===== config.mk =====
export PLATFORM = sky130hd
export DESIGN_NAME = v_fifo
export DESIGN_NICKNAME = d
export VERILOG_FILES = /design/src/rtl/v_fifo.sv
export SDC_FILE = /design/constraint.sdc
export NUM_CORES = 1
export LEC_CHECK = 0
export CAP_MARGIN = 10
export CORE_MARGIN = 10
export CORE_UTILIZATION = 30
export CTS_BUF_LIST = sky130_fd_sc_hd__clkbuf_8
export DETAILED_ROUTE_END_ITERATION = 6
export GPL_ROUTABILITY_DRIVEN = 0
export PLACE_DENSITY = 0.51
export SYNTH_ARGS = -nofsm -noshare
export SYNTH_HDL_FRONTEND = slang
export SYNTH_SLANG_ARGS = --single-unit

===== constraint.sdc =====
create_clock -name clk -period 1.96 [get_ports clk]
set_input_delay 0.49 -clock clk [delete_from_list [all_inputs] [get_ports clk]]
set_output_delay 0.49 -clock clk [all_outputs]
set_load 0.01 [all_outputs]

===== src/rtl/v_fifo.sv =====
// v_fifo: parameterised synchronous FIFO with valid/ready handshakes on both
// sides. It buffers between producer and consumer pipeline stages, absorbs
// backpressure and reports its occupancy.
//
// Optional feature macro: V_FIFO_BYPASS_EN
//   When defined, an empty FIFO forwards in_data straight to out_data in the
//   same cycle. If the consumer takes it, nothing is written.
//   When undefined, the minimum latency is one cycle. out_vld and out_data
//   then depend only on registered state.
//
// Parameters:
//   W      data width in bits (>=1)
//   N      depth in entries (power of two, >=2)
//   LOG2N  pointer index width, derived from N
//
// Ports:
//   clk       clock; all state updates on the rising edge
//   rst_n     synchronous active-low reset
//   flush     discard every held entry, including a same-cycle push
//   in_vld    producer has data
//   in_data   producer payload
//   in_rdy    FIFO can accept (not full)
//   out_vld   FIFO has data for the consumer
//   out_data  head entry payload, zero when nothing is offered
//   out_rdy   consumer accepts
//   level     entries held, 0..N
//   empty     level == 0
//   full      level == N
module v_fifo #(
  parameter  int W     = 32,
  parameter  int N     = 4,
  localparam int LOG2N = $clog2(N)
) (
  input  logic             clk,
  input  logic             rst_n,
  input  logic             flush,
  input  logic             in_vld,
  input  logic [W-1:0]     in_data,
  output logic             in_rdy,
  output logic             out_vld,
  output logic [W-1:0]     out_data,
  input  logic             out_rdy,
  output logic [LOG2N:0]   level,
  output logic             empty,
  output logic             full
);

  localparam logic [LOG2N:0] PTR_ONE = (LOG2N+1)'(1);

  // Storage is not reset. Entries are only readable between the pointers.
  logic [W-1:0]   r_mem [N];

  // Pointers carry one extra wrap bit. They count modulo 2N, so equal
  // pointers mean empty. Equal index bits with different wrap bits mean full.
  logic [LOG2N:0] r_wr_ptr;
  logic [LOG2N:0] r_rd_ptr;

  logic           w_empty;
  logic           w_full;
  logic           w_push;
  logic           w_pop;
  logic           w_wr_en;
  logic           w_rd_en;
  logic [LOG2N:0] w_push_inc;
  logic [W-1:0]   w_head;

  assign w_empty = (r_wr_ptr == r_rd_ptr);
  assign w_full  = (r_wr_ptr[LOG2N-1:0] == r_rd_ptr[LOG2N-1:0]) &&
                   (r_wr_ptr[LOG2N] != r_rd_ptr[LOG2N]);

  // in_rdy depends only on registered pointers. It has no path from out_rdy.
  assign in_rdy  = ~w_full;
  assign w_push  = in_vld & in_rdy;
  assign w_pop   = out_vld & out_rdy;
  assign w_head  = w_empty ? '0 : r_mem[r_rd_ptr[LOG2N-1:0]];

`ifdef V_FIFO_BYPASS_EN
  logic w_bypass;

  // Empty FIFO with a fresh entry: offer it to the consumer directly.
  assign w_bypass = w_empty & in_vld & ~flush;
  assign out_vld  = ~w_empty | w_bypass;
  assign out_data = w_bypass ? in_data : w_head;
  // An entry consumed through the bypass is never stored.
  assign w_wr_en  = w_push & ~(w_bypass & out_rdy);
`else
  assign out_vld  = ~w_empty;
  assign out_data = w_head;
  assign w_wr_en  = w_push;
`endif

  // A pop only moves the read pointer when it took a stored entry.
  assign w_rd_en    = w_pop & ~w_empty;
  assign w_push_inc = {{LOG2N{1'b0}}, w_push};

  always_ff @(posedge clk) begin
    if (!rst_n) begin
      r_wr_ptr <= '0;
      r_rd_ptr <= '0;
    end else if (flush) begin
      // A same-cycle push is also dropped: the read pointer jumps past it.
      // Any concurrent pop is ignored.
      r_wr_ptr <= r_wr_ptr + w_push_inc;
      r_rd_ptr <= r_wr_ptr + w_push_inc;
    end else begin
      if (w_wr_en) r_wr_ptr <= r_wr_ptr + PTR_ONE;
      if (w_rd_en) r_rd_ptr <= r_rd_ptr + PTR_ONE;
    end
  end

  always_ff @(posedge clk) begin
    if (rst_n && w_wr_en) begin
      r_mem[r_wr_ptr[LOG2N-1:0]] <= in_data;
    end
  end

  // The modulo-2N difference of the pointers is the occupancy, 0..N.
  assign level = r_wr_ptr - r_rd_ptr;
  assign empty = w_empty;
  assign full  = w_full;

  // The producer keeps an offered entry stable until it is taken.
  a_in_hold : assert property (@(posedge clk) disable iff (!rst_n)
    (in_vld && !in_rdy) |=> (in_vld && $stable(in_data)));

  // An offered head entry stays put until popped, unless flushed.
  a_out_hold : assert property (@(posedge clk) disable iff (!rst_n)
    (out_vld && !out_rdy && !flush) |=> (out_vld && $stable(out_data)));

endmodule


# == Word-level counts from Yosys, hierarchy flattened ==
# Memory sizes are Yosys's and may differ from the RTL's. A register that Yosys moved wholly into a read port is not among the register bits.
# Index checks and enable logic that the tools add are counted.
# word_totals
ff_bits,6
ram_bits,128
in_bits,37
out_inout_bits,39
wordCells,28
mem_count,1
# classes
add_sub_neg,4
eq_ne,3
muxes,9
bitwise,5
n_reduce_logical,4
# mem_list
memory,words,width,read_ports,rd_ports_with_merged_regs,wr,line_no,text
r_mem,4,32,1,1,1,51,logic [W-1:0] r_mem [N];
# ops
op,n
$mux W32,1
$mux W3,4
$add A3 B1 Y3 const B,2
$mux W2,2
$reduce_bool A2 Y1,2
$add A3 B1 Y3,1
$and A1 B1 Y1,3
$eq A3 B3 Y1,1
$sub A3 B3 Y3,1
$eq A2 B2 Y1,1
$logic_and A1 B1 Y1,2
$mux W1,2
$not A1 Y1,2
$ne A1 B1 Y1,1

# == Longest topological paths before layout ==
# logic_depth
depth_word,8
mapped_depth,10
depth_no_buf,9

# == Least setup slack after synthesis ==
# OpenSTA, ideal clock, no wires.
# synth_path
path_kind,register to register
startpoint,reg r_wr_ptr[0]
endpoint,reg r_wr_ptr[2]
setup_ns,0.072
t_arrival_ns,2.039
required_time_ns,1.888
slack_ns,-0.151
path_stages_with_launch,11
path_buffers,1
synth_period_minus_slack_ns,2.111
cell_sequence,dfxtp_1 -> inv_1 -> ha_1 -> nand2_1 -> o21a_1 -> buf_6 -> ha_1 -> ha_1 -> and2_1 -> a31oi_4 -> mux2i_1
# synth_between
elab_chain_len,6
elab_cells_between_ends,9
classes_between,add/sub (2); eq/ne (1); mux (2); bitwise (2); reduce/logical (2)
# synth_rtl
element,line_no,text
start: declaration,55,logic [LOG2N:0] r_wr_ptr;
start signal: assignment,103,r_wr_ptr <= r_wr_ptr + w_push_inc;
start signal: assignment,106,if (w_wr_en) r_wr_ptr <= r_wr_ptr + PTR_ONE;
$eq A2 B2 Y1,68,assign w_full = (r_wr_ptr[LOG2N-1:0] == r_rd_ptr[LOG2N-1:0]) &&
$logic_and A1 B1 Y1,68,
$not A1 Y1,72,assign in_rdy = ~w_full;
$and A1 B1 Y1,73,assign w_push = in_vld & in_rdy;
$add A3 B1 Y3,103,
$mux W3,100,end else if (flush) begin
# Several ways; a longest one is shown, not always the timed one. The select of a mux whose other input is x is not followed.
# A chain may end at the register's enable or synchronous reset.

==> run_results.csv <==
group,metric,value,unit
status,violations,"negative setup slack",
global_routing,grt_overflow,0,
hold_path,hold_depth,3,
logic_synthesis,yosysSeqAreaShare,0.741,
setup_path,crit_arrival,1.85,ns
placement,port_buffers,75,
floorplanning,die_area,23800,um2
logic_synthesis,async_flop_share,0,
timing,fin_ws,-0.376,ns
timing,finalClockSkew,0.00652,ns
setup_path,worstSetupPathType,"reg -> out",
flow_run,max-cap-violations,0,
hold_path,hold_path_class,"reg -> reg",
floorplanning,coreArea,17800,um2
setup_path,r2r_start,"r_wr_ptr[0]",
timing,finalHoldViolations,0,
floorplanning,row_count,49,
timing,period_share,1.19,
power,vdd_drop_max,0.000448,V
cts,numCtsBuffers,17,
cts,cts_max_path_buffers,2,
global_routing,antenna_found_initial,1,
logic_synthesis,syn_area,5400,um2
logic_synthesis,synth_top_area_cell,"edfxtp_1",
floorplanning,ios,76,
global_routing,grt_max_degree,20,
final_layout,fin_cells,639,
logic_synthesis,yosysTopAreaCellShare,0.712,
final_layout,nets,444,
placement,dpl.hpwl,7670,um
global_routing,grt_use_total,0.109,
timing,max_freq,428,MHz
route,vias,2899,
logic_synthesis,synth_nets,311,
placement,dp_cells,590,
route,drt_wl_total,12300,um
route,route.detailed.drc,0,
cts,worstSkewPairLatency,0.44,ns
cts,htree_levels,4,
setup_path,required,1.47,ns
global_routing,grt_pass1_wl,19400,um
floorplanning,die_height,154,um
hold_path,hold_path_end,"r_wr_ptr[2]",
setup_path,critPathLaunchType,"register",
setup_path,reg2reg_to,"r_wr_ptr[2]",
logic_synthesis,yosys-top-cells-area,"edfxtp_1 (71%), mux4_2 (13%), and2_1 (3.8%)",
setup_path,reg2reg_slack,-0.03,ns
timing,rsz0062_at_grt,"true",
logic_synthesis,synth_edf_count,128,
logic_synthesis,ys_ff_latch,136,
timing,setup_viol,38,
setup_path,critPathCaptureType,"output pin",
status,status,"finished with violations",
logic_synthesis,syn_inst,264,
placement,place_ws,-0.303,ns
timing,tns,-11.83,ns
power,p_leak,2.71,nW
global_routing,grt_pass1_vias,3253,
cts,path_clk_slew,0.07,ns
logic_synthesis,synth_common_cells,"edfxtp_1 (128), and2_1 (33), mux4_2 (32), ha_1 (9)",
cts,clock-root-buffer,"clkbuf_8",
timing,drv_slew,0,
route,viasPerCell,4.54,
timing,max_slew.worst_pin.slew,0.340,ns
timing,timing.final.crit_period,2.34,ns
logic_synthesis,syn_area_per_cell,20.5,um2
timing,slew_headroom,0.773,
logic_synthesis,synth_warnings,0,
final_layout,insertedDiodeCount,0,
final_layout,drive_above_1_share,0.520,
setup_path,crit_fanout,8,
cts,cts_hold_buf,0,
floorplanning,start_util,0.303,
route,wire_per_inst,19.2,um
logic_synthesis,synth.distinct_cells,27,
route,first_iter_violations,122,
setup_path,r2r.worst_path.cells,11,
floorplanning,die_w,154,um
power,p_per_area,993,nW/um2
power,total_power,7.67,mW
cts,cts.sinks,136,
final_layout,area_growth,43.0,%
logic_synthesis,synth_ff_type,"edfxtp_1",
final_layout,stdcell_area,7720,um2
cts,tritoncts,"yes",
hold_path,worstHoldStart,"r_wr_ptr[2]",
placement,dpl_cell_area,6800,um2
route,first_pass_iters,4,
logic_synthesis,synth_most_common_cell,"edfxtp_1",
route,ant_nets,0,
-- metal layers --
layer  up-vias  GRT usage  wire, um
li1       1313          -         -
met1      1496      0.127      5030
met2        71      0.177      6350
met3        17     0.0432       700
met4         2     0.0364       173
met5         -          0         7
-- worst max path at each step --
| stage | startpoint | to | slack (ns) | depth (start not counted) |
|---|---|---|---|---|
| 4_1_cts | register | out_data[4] | -0.51 | 5 |
| 3_3_place_gp | register | out_data[6] | -0.30 | 4 |
| 3_5_place_dp | register | out_data[6] | -0.30 | 4 |
| 2_1_floorplan | r_wr_ptr[0] | r_wr_ptr[2] | 0.009 | 10 |
| 6_report | register | out_data[16] | -0.38 | 4 |
| 5_1_grt | register | out_data[16] | -0.47 | 4 |
-- placed cells by master, fill, tap and decap left out, drive strengths merged --
cell type and count:
a211o 1, a21oi 4, a31oi 2, and2 33, and3 4, buf 87
bufbuf 1, bufinv 2, clkbuf 19, clkdlybuf4s50 36, clkinv 8, clkinvlp 3
dfxtp 8, edfxtp 128, fa 1, ha 9, inv 10, mux2i 3
mux4 32, nand2 4, nand2b 1, nand3 2, nor2 1, o21a 1
o21ai 4, xnor2 3, xor2 3
-- registers in the layout (all words and copies together), names as in the netlist, named ones only --
register,flops
r_mem,128
r_rd_ptr,3
r_wr_ptr,3
-- critical path, cell delays in order (launching register included) --
cell     delay (ns)
dfxtp_4        0.44
buf_12         0.17
mux4_2         0.50
and2_4         0.15
buf_2          0.14
-- per-stage QoR --
| stage | utilization | hold WS (ns) |
|---|---|---|
| after global placement | 0.381 | 0.633 |
| after global routing | 0.433 | 0.667 |
| after detailed placement | 0.381 | 0.642 |
| final | 0.433 | 0.650 |
| after CTS | 0.422 | 0.633 |
| after floorplan | - | 0.517 |
-- report_power, final --
group	internal [mW]	total, mW	switching, mW
logic	1.29	2.13	0.839
registers	3.29	3.34	0.0451
clock network	1.13	2.20	1.07
total	5.71	7.67	1.96
-- layout make-up --
class,count,area [um2]
inverter,8,37.5
fill,1558,10100
timing repair buffer,126,1480
clock buffer,17,234
clock inverter,15,151
multi-input combinational,108,1520
sequential,136,4020
tap,229,287
-- cell families after synthesis --
family                     share of synthesized area
DFF                                            0.741
and+or+nand+nor                               0.0503
muxes                                          0.139
buffers and inverters                         0.0178
AOI/OAI and AO/OA                             0.0158
adders and majority gates                     0.0246
xor gates and xnor gates                      0.0111
-- repair_timing --
item,in CTS,in global routing
setup buffers,8,6
pin swaps,32,16
gates resized for setup,230,49
cloned,6,2
endpoints found under the setup margin,47,174
No activity file was read; power rests on OpenSTA's default activity.
